--- src/rtl/issue_scheduler.sv ---
// In-order issue buffer between rename and the shared issue bus: holds renamed
// instructions in a small FIFO and issues the head once its station and the ROB can take it.
module issue_scheduler #(
  parameter int XLEN    = 32,
  parameter int DEPTH   = 4,
  parameter int FLAGS_W = 8
) (
  input  logic                       clk,
  input  logic                       reset_n,
  input  logic                       flush,
  input  logic                       in_valid,
  output logic                       in_ready,
  input  logic [XLEN-1:0]            in_address,
  input  logic [XLEN-1:0]            in_immediate,
  input  logic [5:0]                 in_src_1,
  input  logic [5:0]                 in_src_2,
  input  logic [5:0]                 in_arn,
  input  logic [5:0]                 in_rrn,
  input  logic [FLAGS_W-1:0]         in_flags,
  input  logic [1:0]                 in_st_type,
  input  logic [3:0]                 st_ready,
  input  logic                       rob_ready,
  output logic [3:0]                 issue_valid,
  output logic [XLEN-1:0]            issue_address,
  output logic [XLEN-1:0]            issue_immediate,
  output logic [5:0]                 issue_src_1,
  output logic [5:0]                 issue_src_2,
  output logic [5:0]                 issue_arn,
  output logic [5:0]                 issue_rrn,
  output logic [FLAGS_W-1:0]         issue_flags,
  output logic                       rob_push,
  output logic [$clog2(DEPTH):0]     count,
  output logic [15:0]                stall_cycles
);
  localparam int AW = $clog2(DEPTH);

  typedef struct packed {
    logic [XLEN-1:0]    address;
    logic [XLEN-1:0]    immediate;
    logic [5:0]         src_1;
    logic [5:0]         src_2;
    logic [5:0]         arn;
    logic [5:0]         rrn;
    logic [FLAGS_W-1:0] flags;
    logic [1:0]         st_type;
  } entry_t;

  entry_t        mem [DEPTH];
  entry_t        in_entry, head;
  logic [AW-1:0] wr_ptr, rd_ptr;
  logic          push, fire, head_valid;

  assign in_entry = '{address: in_address, immediate: in_immediate, src_1: in_src_1,
                      src_2: in_src_2, arn: in_arn, rrn: in_rrn, flags: in_flags,
                      st_type: in_st_type};

  assign head       = mem[rd_ptr];
  assign head_valid = (count != '0);
  // No pass-through: a full queue refuses input even if the head fires this cycle.
  assign in_ready   = (count < (AW+1)'(DEPTH)) && !flush;
  assign push       = in_valid && in_ready;
  assign fire       = head_valid && st_ready[head.st_type] && rob_ready && !flush;

  assign issue_valid     = fire ? (4'b0001 << head.st_type) : 4'b0000;
  assign rob_push        = fire;
  assign issue_address   = head.address;
  assign issue_immediate = head.immediate;
  assign issue_src_1     = head.src_1;
  assign issue_src_2     = head.src_2;
  assign issue_arn       = head.arn;
  assign issue_rrn       = head.rrn;
  assign issue_flags     = head.flags;

  always_ff @(posedge clk) begin
    if (push) mem[wr_ptr] <= in_entry;
  end

  always_ff @(posedge clk or negedge reset_n) begin
    if (!reset_n) begin
      wr_ptr <= '0;
      rd_ptr <= '0;
      count  <= '0;
    end else if (flush) begin
      wr_ptr <= '0;
      rd_ptr <= '0;
      count  <= '0;
    end else begin
      if (push) wr_ptr <= wr_ptr + AW'(1);
      if (fire) rd_ptr <= rd_ptr + AW'(1);
      case ({push, fire})
        2'b10:   count <= count + (AW+1)'(1);
        2'b01:   count <= count - (AW+1)'(1);
        default: count <= count;
      endcase
    end
  end

  // Performance counter survives flushes; only reset clears it.
  always_ff @(posedge clk or negedge reset_n) begin
    if (!reset_n)
      stall_cycles <= '0;
    else if (head_valid && !fire && !flush && stall_cycles != 16'hFFFF)
      stall_cycles <= stall_cycles + 16'd1;
  end

endmodule
--- config.mk ---
export PLATFORM = sky130hd
export DESIGN_NAME = issue_scheduler
export DESIGN_NICKNAME = d
export VERILOG_FILES = /design/src/rtl/issue_scheduler.sv
export SDC_FILE = /design/constraint.sdc
export NUM_CORES = 1
export LEC_CHECK = 0
export ABC_AREA = 1
export CAP_MARGIN = 10
export CORE_ASPECT_RATIO = 1.75
export CORE_UTILIZATION = 54
export CTS_CLUSTER_DIAMETER = 150
export DETAILED_ROUTE_END_ITERATION = 6
export PLACE_DENSITY = 0.9
export SLEW_MARGIN = 20
export SYNTH_ARGS = -nofsm -noshare
export SYNTH_HDL_FRONTEND = slang
export SYNTH_SLANG_ARGS = --single-unit
--- constraint.sdc ---
create_clock -name clk -period 7.6 [get_ports clk]
set_clock_uncertainty 0.15 [all_clocks]
set_input_delay 1.9 -clock clk [delete_from_list [all_inputs] [get_ports clk]]
set_output_delay 1.9 -clock clk [all_outputs]
set_load 0.005 [all_outputs]
* Yosys cells after proc, flatten, opt, wreduce, memory -nomap -nowiden
Memory sizes are Yosys's and may differ from the RTL's. Index checks and enable logic that the tools add are counted. W data, S select, Z words.
Operators by class: $add $sub $neg 5, mux-type cells 11, equality and inequality tests 3, order comparisons 2, reduce and logical (&&, ||, !) cells 14, shifts and indexed selects 1
Operators by type and width (number):
- $add A16 B1 Y16 const B | 1
- $ne A16 B16 Y1 const B | 1
- $logic_and A1 B1 Y1 | 8
- $mux W2 | 4
- $pmux W3 S2 | 1
- $reduce_bool A3 Y1 | 2
- $add A2 B1 Y2 const B | 2
- $mux W4 | 1
- $reduce_bool A2 Y1 | 2
- $shl A1 B2 Y4 const A | 1
- $add A3 B1 Y3 const B | 1
- $lt A2 B3 Y1 const B | 1
- $lt A3 B3 Y1 const B | 1
- $mux W1 | 3
- $mux W3 | 1
- $sub A3 B1 Y3 const B | 1
- $bmux W1 S2 | 1
- $eq A2 B1 Y1 const B | 1
- $eq A2 B2 Y1 const B | 1
- $logic_not A1 Y1 | 2
Storage, ports and cells: bits in writable memories 392, memories kept 1, bits of input ports 107, logic and storage cells 41, register bits after elaboration 23
Memories:
- mem | words 4, bits a word 98, read ports 1, clocked after memory_dff 0, wr ports 1, line 48 | entry_t mem [DEPTH];

* Longest topological paths before layout
An unclocked memory read counts as a cell.
depth in word-level cells 10, depth in mapped cells 17, depth with buffers taken out 15

* Worst setup path after synthesis
Ideal clock, no wire load.
kind input-to-reg, from input flush, to memory mem[0][0] (netlist name), enable pin, data required time 6894 ps, slack 607 ps, buffers on the path 0, stages 3, arrival time 6287 ps, cell sequence nor2_1 nand2_1 nor2_1
On the way: longest elaborated chain between the ends 5
Ends and longest elaborated chain:
- from (decl) | line 10 | input logic flush,
- $logic_not A1 Y1 | line 60 | assign in_ready = (count < (AW+1)'(DEPTH)) && !flush;
- $logic_and A1 B1 Y1 | line 60
- $logic_and A1 B1 Y1 | line 61 | assign push = in_valid && in_ready;
- $mux W1 | line 75 | if (push) mem[wr_ptr] <= in_entry;
- $mux W1 (not written as such) | line 75
- to (decl) | line 48
Every way passes these cells.

* Final worst setup path
from input rob_ready, to output issue_valid[0]
On the way: longest elaborated chain between the ends 3
Ends and longest elaborated chain:
- from (decl) | line 22 | input logic rob_ready,
- $logic_and A1 B1 Y1 (2 in series) | line 62 | assign fire = head_valid && st_ready[head.st_type] && rob_ready && !flush;
- $mux W4 | line 64 | assign issue_valid = fire ? (4'b0001 << head.st_type) : 4'b0000;
- to (decl) | line 23 | output logic [3:0] issue_valid,
Every way passes these cells.

==> results.json <==
{
  "power.total_w": 0.00570,
  "vias": 10300,
  "syn_to_final_growth_pct": 24.2,
  "ctsHoldBuffers": 0,
  "tightest_slew_ns": 1.13,
  "track_usage_pct": 23.9,
  "grt_setup_unrepaired": "no",
  "grt_pass1_vias": 10500,
  "yosysWarnings": 0,
  "clk_path_buf_depth": 3,
  "synth_top_flop_cell": "edfxtp_1",
  "hpwl_um": 21400,
  "fin_nets": 1478,
  "p_leak_nw": 6.68,
  "cts_tree": "built",
  "slew_violations": 0,
  "max-vdd-ir-drop_mv": 0.212,
  "cp-start-kind": "input pin",
  "cts_setup_buffers": 0,
  "pin_count": 228,
  "drt_iter0_markers": 701,
  "syn_inst": 1152,
  "cts_sinks": 415,
  "async_reset_ff_share_pct": 5.54,
  "grt_first_pass_wirelength_um": 55200,
  "clock.fmax_mhz": 175,
  "fin_area_um2": 19800,
  "synth.cell_area_um2": 15900,
  "finalCriticalPeriod_ns": 5.73,
  "setup_tns_ns": 0,
  "wl_per_cell_um": 20.4,
  "relSlewSlack_pct": 24.9,
  "drive_gt1_share_pct": 6.89,
  "crit_required_ns": 5.55,
  "status": "finished, final reports clean",
  "hold_viol_final": 0,
  "synth_edf_count": 392,
  "synth_top_area_cell": "edfxtp_1",
  "num_rows": 82,
  "synth_top_area_share_pct": 74.0,
  "yosysSeqAreaShare_pct": 77.6,
  "cp_max_fo": 7,
  "max_cap_violations": 0,
  "holdWs_ns": 0.386,
  "via_per_inst": 5.79,
  "die_area_um2": 30200,
  "drc": 0,
  "avgSynthCellArea_um2": 13.8,
  "yosys-top-cells-count": "edfxtp_1, nor2_1, o21ai_0",
  "syn_nets": 1265,
  "dieWidth_um": 132,
  "wirelength_um": 36200,
  "path_clk_slew_ns": 0.06,
  "place_congestion": 0.860,
  "hp-class": "flip-flop to flip-flop",
  "core_um2": 28800,
  "yosysMostFrequentCell": "edfxtp_1",
  "critPathKind": "input pin to output pin",
  "crit_path_end_kind": "output pin",
  "start_util_pct": 55.2,
  "synth.area.top_cells": "edfxtp_1, o21ai_0, nor2_1, o22ai_1, dfrtp_1",
  "clk_latency_ns": 0.53,
  "p_per_area_nw_per_um2": 288,
  "first_pass_iters": 5,
  "htreeDepth": 2,
  "port_buffers": 227,
  "grt_max_degree": 145,
  "synth.distinct_cells": 33,
  "root_buffer": "clkbuf_16",
  "cts_resized": 0,
  "detail-route-antenna-nets": 0,
  "overflow": 0,
  "fp.dieH_um": 229,
  "period_share_pct": 75.4,
  "antenna_found_initial": 5,
  "placed_area_um2": 18600,
  "setup_viol": 0,
  "dpl.cell_count": 1704,
  "final_cells": 1774,
  "crit_arrival_ns": 3.68,
  "synth_seq_cells": 415,
  "cts_buffers": 37,
  "fillers": 1894
}
-- kinds of logic (layout without fill, tap and decap cells) --
family,after synthesis,after routing,share of synthesized area [%]
flops,415,415,77.6
simple gates,322,322,8.48
buf+inv,96,337,2.49
fa+ha+maj,6,6,0.519
compound gates,300,300,10.2
xor+xnor,13,13,0.716
other cells,0,3,0
-- cells in the final DEF, fill, tap and decap left out, drive strengths merged --
cell and n:
a21oi 3, xnor2 6, dfrtp 23, diode 3, nor4 3, nand3 26, clkdlybuf4s50 226, edfxtp 392
xor2 7, nand2 69, o21ai 201, clkbuf 45, o22ai 96, nand3b 1, buf 15, nand4 4
clkinv 15, inv 31, clkinvlp 2, bufinv 3, fa 1, nor2 211, ha 5, nor3 8
-- per-stage QoR --
stage | worst slack [ns] | util, %
4_1_cts | 1.84 | 68.5
5_1_grt | 1.69 | 68.5
2_1_floorplan | 0.607 | -
3_5_place_dp | 1.93 | 64.4
3_3_place_gp | 2.00 | 64.4
6_report | 1.87 | 68.5
-- worst max-delay path, stage by stage --
cell             delay (ns)
clkdlybuf4s50_1        0.45
inv_1                  0.03
nor2_1                 0.31
nand3_2                0.24
nor3_1                 0.21
clkdlybuf4s50_1        0.53
-- layout make-up --
class                      count  area, um2  share of cell area, %
clock buffer                  45        998                   5.05
antenna                        3       7.51                 0.0380
multi-input combinational    641       3200                   16.2
sequential                   415      12400                   62.5
clock inverter                22        198                   1.00
inverter                      29        114                  0.576
tap                          378        473                   2.39
timing repair buffer         241       2420                   12.3
-- state kept, by name, indices dropped and copies added, names as in the netlist --
signal and flops:
mem 392, count 3, rd_ptr 2, stall_cycles 16, wr_ptr 2
-- final timing paths --
kind	startpoint	to	slack [ns]	depth (start not counted)
min in group asynchronous	reset_n	stall_cycles[15]$_DFFE_PN0P_	1.19	1
max in group asynchronous	reset_n	rd_ptr[0]$_DFFE_PN0P_	5.72	1
setup / recovery	rob_ready	issue_valid[0]	1.87	6
hold / removal	stall_cycles[15]$_DFFE_PN0P_	stall_cycles[15]$_DFFE_PN0P_	0.39	2
setup reg to reg	rd_ptr[1]$_DFFE_PN0P_	stall_cycles[3]$_DFFE_PN0P_	4.17	13
hold reg to reg	stall_cycles[15]$_DFFE_PN0P_	stall_cycles[15]$_DFFE_PN0P_	0.39	2
-- report_power, final --
| group | switching [W] | internal, W | total [W] |
|---|---|---|---|
| clock network | 0.000791 | 0.00105 | 0.00184 |
| logic | 0.000626 | 0.000504 | 0.00113 |
| registers | 0.0000600 | 0.00267 | 0.00273 |
| total | 0.00148 | 0.00422 | 0.00570 |
-- layer usage --
metal,up-vias,part of all wire (%),global-route usage [%]
met2,443,55,43.9
met5,-,0.094,0
met4,4,4.1,12.9
met1,5035,36,26.2
met3,95,5.4,3.65
li1,4689,-,-
Note: power is estimated with default switching activity, not from simulation.
